==> config.mk <==
export PLATFORM = sky130hd
export DESIGN_NAME = rs_systematic_encoder
export DESIGN_NICKNAME = d
export VERILOG_FILES = /design/src/rtl/rs_systematic_encoder.sv
export SDC_FILE = /design/constraint.sdc
export NUM_CORES = 2
export LEC_CHECK = 0
export CAP_MARGIN = 20
export CORE_MARGIN = 1.5
export CORE_UTILIZATION = 35
export CTS_CLUSTER_SIZE = 24
export DETAILED_ROUTE_END_ITERATION = 8
export HOLD_SLACK_MARGIN = 0.05
export PLACE_DENSITY_LB_ADDON = 0.3
export SYNTH_ARGS = -nofsm -noshare
export SYNTH_HDL_FRONTEND = slang
export SYNTH_SLANG_ARGS = --single-unit
==> constraint.sdc <==
create_clock -name clk -period 16.2 [get_ports clk]
set_input_delay 4.05 -clock clk [delete_from_list [all_inputs] [get_ports clk]]
set_output_delay 4.05 -clock clk [all_outputs]
set_load 0.02 [all_outputs]
==> src/rtl/rs_systematic_encoder.sv <==
// rs_systematic_encoder
//   Serial systematic Reed-Solomon encoder over GF(2^8). Message bytes stream
//   through unchanged, then NSYM parity bytes (highest-order remainder term
//   first) follow. A single combinational GF multiplier walks the generator
//   taps one per cycle, so each message byte costs NSYM+1 cycles.
//
//   Optional build macro: RS_ENC_CW_COUNT_EN enables the 16-bit completed
//   codeword counter on cw_count; without it cw_count is tied to zero.
//
// Ports:
//   clk, rst_n              clock, asynchronous active-low reset
//   prim_poly[8:0]          field polynomial (bits[7:0] used for reduction)
//   msg_len[7:0]            message bytes per codeword, sampled on start
//   cfg_we/cfg_addr/cfg_data generator coefficient g[k] write port (IDLE only)
//   start                   begin a codeword
//   in_valid/in_data/in_ready   message byte input handshake
//   out_valid/out_data/out_last/out_ready  codeword byte output handshake
//   busy                    high whenever not IDLE
//   done                    one-cycle pulse after the final parity handshake
//   cfg_err                 one-cycle pulse when start is rejected (length)
//   cw_count[15:0]          completed codeword count (optional)
module rs_systematic_encoder #(
    parameter int NSYM   = 32,
    parameter int CW_MAX = 255
) (
    input  logic        clk,
    input  logic        rst_n,
    input  logic [8:0]  prim_poly,
    input  logic [7:0]  msg_len,
    input  logic        cfg_we,
    input  logic [4:0]  cfg_addr,
    input  logic [7:0]  cfg_data,
    input  logic        start,
    input  logic        in_valid,
    input  logic [7:0]  in_data,
    output logic        in_ready,
    output logic        out_valid,
    output logic [7:0]  out_data,
    output logic        out_last,
    input  logic        out_ready,
    output logic        busy,
    output logic        done,
    output logic        cfg_err,
    output logic [15:0] cw_count
);

    localparam int TW = $clog2(NSYM);

    // DRAIN holds off the parity phase until the last message byte has left.
    typedef enum logic [2:0] {IDLE, MSG_IN, UPDATE, DRAIN, PARITY} state_t;

    state_t          state;
    logic [7:0]      par [NSYM];
    logic [7:0]      g   [NSYM];
    logic [7:0]      fb;
    logic [7:0]      count;
    logic [TW-1:0]   tap;
    logic [7:0]      prod;
    logic            unused_poly_msb;

    assign unused_poly_msb = prim_poly[8];

    // Shift-and-add GF(2^8) multiply, reducing by the low byte of prim_poly.
    function automatic logic [7:0] gf_mul(input logic [7:0] a,
                                          input logic [7:0] b,
                                          input logic [7:0] poly);
        logic [7:0] acc;
        logic [7:0] aa;
        acc = 8'h00;
        aa  = a;
        for (int i = 0; i < 8; i++) begin
            if (b[i]) acc = acc ^ aa;
            aa = aa[7] ? ((aa << 1) ^ poly) : (aa << 1);
        end
        return acc;
    endfunction

    // The only multiplier: current tap coefficient times the feedback byte.
    assign prod     = gf_mul(g[tap], fb, prim_poly[7:0]);
    assign busy     = (state != IDLE);
    assign in_ready = (state == MSG_IN) && !out_valid;

    always_ff @(posedge clk or negedge rst_n) begin
        if (!rst_n) begin
            state     <= IDLE;
            for (int i = 0; i < NSYM; i++) begin
                par[i] <= 8'h00;
                g[i]   <= 8'h00;
            end
            fb        <= 8'h00;
            count     <= 8'h00;
            tap       <= '0;
            out_valid <= 1'b0;
            out_data  <= 8'h00;
            out_last  <= 1'b0;
            done      <= 1'b0;
            cfg_err   <= 1'b0;
        end else begin
            done    <= 1'b0;
            cfg_err <= 1'b0;
            case (state)
                IDLE: begin
                    if (cfg_we && (32'(cfg_addr) < NSYM))
                        g[cfg_addr[TW-1:0]] <= cfg_data;
                    if (start) begin
                        if (32'(msg_len) <= CW_MAX - NSYM) begin
                            for (int i = 0; i < NSYM; i++) par[i] <= 8'h00;
                            count    <= msg_len;
                            out_last <= 1'b0;
                            if (msg_len == 8'h00) begin
                                tap   <= TW'(NSYM - 1);
                                state <= PARITY;
                            end else begin
                                state <= MSG_IN;
                            end
                        end else begin
                            cfg_err <= 1'b1;
                        end
                    end
                end
                MSG_IN: begin
                    if (out_valid && out_ready) out_valid <= 1'b0;
                    if (in_valid && in_ready) begin
                        out_data  <= in_data;
                        out_valid <= 1'b1;
                        fb        <= in_data ^ par[NSYM-1];
                        tap       <= TW'(NSYM - 1);
                        state     <= UPDATE;
                    end
                end
                UPDATE: begin
                    if (out_valid && out_ready) out_valid <= 1'b0;
                    // Taps descend so par[tap-1] is still the old value here.
                    par[tap] <= ((tap != '0) ? par[tap - TW'(1)] : 8'h00) ^ prod;
                    if (tap == '0) begin
                        count <= count - 8'd1;
                        if (count == 8'd1) begin
                            tap <= TW'(NSYM - 1);
                            if (!out_valid || out_ready) state <= PARITY;
                            else                         state <= DRAIN;
                        end else begin
                            state <= MSG_IN;
                        end
                    end else begin
                        tap <= tap - TW'(1);
                    end
                end
                DRAIN: begin
                    if (out_ready) begin
                        out_valid <= 1'b0;
                        state     <= PARITY;
                    end
                end
                PARITY: begin
                    if (!out_valid) begin
                        out_valid <= 1'b1;
                        out_data  <= par[NSYM-1];
                        out_last  <= (tap == '0);
                    end else if (out_ready) begin
                        out_valid <= 1'b0;
                        for (int i = NSYM - 1; i > 0; i--) par[i] <= par[i-1];
                        par[0] <= 8'h00;
                        if (tap == '0) begin
                            out_last <= 1'b0;
                            done     <= 1'b1;
                            state    <= IDLE;
                        end else begin
                            tap <= tap - TW'(1);
                        end
                    end
                end
                default: state <= IDLE;
            endcase
        end
    end

`ifdef RS_ENC_CW_COUNT_EN
    logic        last_hs;
    logic [15:0] cw_cnt;

    assign last_hs = (state == PARITY) && out_valid && out_ready && (tap == '0);

    always_ff @(posedge clk or negedge rst_n) begin
        if (!rst_n)       cw_cnt <= 16'h0000;
        else if (last_hs) cw_cnt <= cw_cnt + 16'd1;
    end

    assign cw_count = cw_cnt;
`else
    assign cw_count = 16'h0000;
`endif

endmodule

# ---- Word-level counts from Yosys, hierarchy flattened
# Cells that the tools add are included.
dict set report op_classes {
  n_bitwise 19
  n_addsub 2
  reduce_logical 27
  magnitude_cmp 6
  eq_ne 19
  muxes 81
}
# cell n
set op_table {}
lappend op_table {{$mux 256} 4}
lappend op_table {{$pmux 256 s3} 1}
lappend op_table {{$bwmux 256} 2}
lappend op_table {{$mux 8} 27}
lappend op_table {{$xor 8x8->8} 16}
lappend op_table {{$bmux 8 s5} 2}
lappend op_table {{$demux 8 s5} 2}
lappend op_table {{$mux 5} 9}
lappend op_table {{$mux 3} 11}
lappend op_table {{$pmux 8 s2} 2}
lappend op_table {{$ne 2x2->1 const B} 10}
lappend op_table {{$pmux 5 s4} 1}
lappend op_table {{$ge 6x6->1 const B} 3}
lappend op_table {{$not 5->6} 3}
lappend op_table {{$mux 1} 17}
lappend op_table {{$pmux 3 s5} 1}
lappend op_table {{$lt 6x1->1 const B} 2}
lappend op_table {{$reduce_and 5->1} 2}
lappend op_table {{$ne 3x3->1 const B} 3}
lappend op_table {{$reduce_and 9->1} 1}
lappend op_table {{$eq 8x1->1 const B} 1}
lappend op_table {{$le 8x8->1 const B} 1}
lappend op_table {{$logic_not 8->1} 1}
lappend op_table {{$reduce_and 8->1} 1}
lappend op_table {{other kinds (20)} 31}
dict set report totals {
  inputBits 44
  elab_cells 227
  reg_bits 548
  out_inout_bits 30
}

# ---- Longest topological paths before layout
dict set report logic_depth {
  word_depth 23
  ltp_mapped 25
  mapped_depth_nobuf 16
}

# ---- Worst setup path before layout
# No wires, ideal clock.
dict set report synth_path {
  path_kind {input-to-reg}
  start {in prim_poly[6]}
  end {reg par[107] (netlist name)}
  t_required_ps 16075
  setup_ps 125
  setup_slack_ps 8499
  arrival_time_ps 7576
  path_stages 16
  path_buffers 2
  path_cell_list {clkbuf_1 > nor2b_1 > nand2_1 > a2111oi_0 > a311oi_1 > nand4_2 > xor2_1 > nand2_1 > xor3_1 > xnor2_1 > a211o_1 > a21oi_2 > xnor3_2 > xnor2_4 > buf_6 > o21ai_2}
}
dict set report synth_via {
  elab_chain_len 18
  word_cells_on_any_way 27
  classes_between {mux (14); bitwise (13)}
}
# element line_no
set synth_lines {}
lappend synth_lines {{from (decl)} 28} ;# input logic [8:0] prim_poly,
lappend synth_lines {{$xor 8x8->8} 73} ;# aa = aa[7] ? ((aa << 1) ^ poly) : (aa << 1);
lappend synth_lines {{$mux 8} 73}
lappend synth_lines {{$xor 8x8->8} 73}
lappend synth_lines {{$mux 8 (2 in a row)} 73}
lappend synth_lines {{$xor 8x8->8 (on tied branches)} {72, 73}}
lappend synth_lines {{$mux 8 (on tied branches)} {72, 73}}
lappend synth_lines {{$xor 8x8->8 (on tied branches)} {72, 73}}
lappend synth_lines {{$mux 8 (on tied branches)} {72, 73}}
lappend synth_lines {{$xor 8x8->8 (on tied branches)} {72, 73}}
lappend synth_lines {{$mux 8 (on tied branches)} {72, 73}}
lappend synth_lines {{$xor 8x8->8} 72} ;# if (b[i]) acc = acc ^ aa;
lappend synth_lines {{$mux 8} 72}
lappend synth_lines {{$xor 8x8->8} 72}
lappend synth_lines {{$mux 8 *} 72}
lappend synth_lines {{$xor 8x8->8 *} 134} ;# par[tap] <= ((tap != '0) ? par[tap - TW'(1)] : 8'h00) ^ prod;
lappend synth_lines {{$bwmux 256 *} 134}
lappend synth_lines {{$pmux 256 s3 *} 101} ;# case (state)
lappend synth_lines {{to (signal, indexed assignment)} 134}
lappend synth_lines {{to (decl)} 53} ;# logic [7:0] par [NSYM];
# Mark *: on every way between the ends. The rest lies on a longest branch, timed or not.
# A chain may end at the register's enable or synchronous reset.

# ---- Worst setup path after layout
dict set report layout_path {
  start {in prim_poly[6]}
  end {reg par[139] (netlist name)}
}
# The elaborated chain is that of the path after synthesis.

==> metrics.cfg <==
[detailed_routing]
drt_wl_total_microns=82900
antenna_left=0
dr.pass1.iters=6
viasPerCell=5.86
num_vias=21000
wire_per_inst_microns=23.1
drcViolationCount=0
drt-initial-drc-count=1986

[logic_synthesis]
synth_area_per_cell_sq_um=11.5
async_flop_share_pct=100
synthCells=2502
synth_area_sq_um=28900
synth_top_area_cell=dfrtp_1
yosys.area.top_type_share_pct=47.5
yosys_warnings=0
synthFlopType=dfrtp_1
yosysSeqAreaShare_pct=47.5
synth_edf_count=0
ys_top_cells_by_area=dfrtp_1 47%, mux2_2 10%, mux4_2 7.6%
synth.distinct_cells=83
synth_seq_cells=548

[die]
dieArea_sq_um=84200
die_h_microns=290
dieWidth_microns=290
std_cell_rows=105
ioPinCount=74
placeableCoreArea_sq_um=81800
initial_core_util_pct=35.3

[clocking]
cts_max_level=2
cts-root-buf=clkbuf_16
clkTransAtPathRegs_ps=60
cts_tree=yes
ctsHoldBuffers=0
insertion_delay_ps=640
clock-sinks=548
cts_buffer_depth=3
numCtsBuffers=58
post-cts-setup-buffer-count=0
cts_resized=0

[critical_path]
regToRegStartpoint=tap[1]
cp-startpoint=prim_poly[6]
cp_common_cell=nand2_1
start_kind=input port
cp-end-kind=flop
criticalPathCategory=in2reg
worst_path_max_delay_cell=clkdlybuf4s50_1
arrival_ps=9770
crit_chain=clkdlybuf4s50_1, nor2b_1, nand2_1, a2111oi_0, a311oi_1, nand4_2, xor2_1, nand2_1, xor3_1, xnor2_1, o211ai_1, a21oi_2, xnor3_2, xnor2_4, buf_4, o21ai_2
r2r_slack_ps=7180
slowest_delay_ps=910
path_max_fanout=19
cp.required_ps=16680
reg2reg_depth=19
r2r-end=par[139]
crit_end=par[139]

[global_route]
grt_overflow=0
antenna_found_initial=5
grt_pass1_vias=21300
grtUsageTotal_pct=19.5
grt_max_degree=249
grt_pass1_wl_microns=129000

[timing]
max_freq_mhz=108
final_hold_viol_count=0
slew_viol_final=0
setup_violations=0
tns_ps=0
final.period_utilization_pct=57.3
rsz0062_at_grt=no
fin_crit_ps=9290
worst_slew_pin_slew_ps=1160
fin_skew_ps=43.5
slew_headroom_pct=22.5

[place]
buffer_ports.inserted=56
place_inst=3476
place_congestion=0.862
dp_hpwl_microns=54800

[final_layout]
syn2layout_area_growth_pct=11.9
fillerInstances=7729
nets=2521
final_util_pct=39.5
drive_gt1_share_pct=22.4
multi_input_area_sq_um=14300
fin_cells=3581
seqCellArea_sq_um=13700

[outcome]
status=finished clean

[flow_run]
drv_cap=0

[worst_hold_path]
hp-class=reg2reg

-- critical path, delay by kind of cell --
family                    cells  cell delay, ps
buffers and inverters         2            1350
and+or+nand+nor               4             830
xor gates and xnor gates      5            2520
AOI/OAI and AO/OA             5             990
-- worst min path at each step --
stage	from	to	slack [ps]	depth (start not counted)
after global placement	out_last	out_last	460	2
after global routing	g[63]	g[63]	510	1
after CTS	out_last	out_last	490	2
final	out_last	out_last	480	2
after floorplan	par[248]	par[248]	470	2
after detailed placement	out_last	out_last	480	2
-- state kept, by name, summed over array words and instances, names as in the netlist --
register	cells
out_valid	1
tap	5
fb	8
done	1
g	256
out_data	8
state	3
par	256
cfg_err	1
count	8
out_last	1
-- kinds of logic after synthesis --
kind of cell	synth area share (%)
AO/OA/AOI/OAI	15.9
XOR/XNOR	4.05
adder cells (fa/ha/maj)	0.303
buffers and inverters	3.54
flip-flops	47.5
multiplexers	21.9
other	0.0130
AND/OR/NAND/NOR	6.79
-- cell type report --
type                    instances  share of cell area, %
diodes                          1                0.00775
clock buffers                  86                   5.31
clock inverters                14                  0.748
inverters                      20                  0.232
multi-input cells            1744                   44.3
flip-flops and latches        548                   42.5
well taps                    1070                   4.14
repair buffers                 98                   2.82
-- cell usage in the layout (no fill, tap or decap), drive strengths merged, types with 7 or more instances in the layout --
cell type      count
a211oi             7
a21oi             36
a22oi            252
and3              12
buf               43
clkbuf            86
clkdlybuf4s50     55
clkinv             8
conb              16
dfrtp            548
ha                 7
inv               21
mux2             259
mux2i            119
mux4              98
nand2            202
nand2b            10
nand3             16
nor2              82
nor2b              7
nor3              18
nor4              17
o21ai            323
o22ai             51
or3                9
xnor2             90
xor2              23
-- per-layer routing --
layer,global-route usage [%],wire (microns)
met5,0,23
met1,26.6,36300
met3,3.57,5220
met4,6.38,2510
met2,31.3,38800
-- synth_stat cells, types with 35 or more instances --
cell      count
mux4_2       98
a22oi_1     252
dfrtp_1     548
xnor2_1      84
o22ai_1      47
nor2_1       82
clkbuf_1    137
nand2_1     201
a21oi_1      35
o21ai_0     272
mux2i_1     119
mux2_2      258
-- metrics by stage --
stage | setup WS, ps | hold slack, ps | area [sq um]
3_5_place_dp | 6300 | 476 | 30300
6_report | 6910 | 483 | 32300
4_1_cts | 6890 | 491 | 32300
5_1_grt | 6550 | 512 | 32300
3_3_place_gp | 6360 | 464 | 30300
2_1_floorplan | 8500 | 467 | 28900
Power is not shown: default switching activity piles up to over one toggle a cycle in this logic, so the estimate is an artifact.
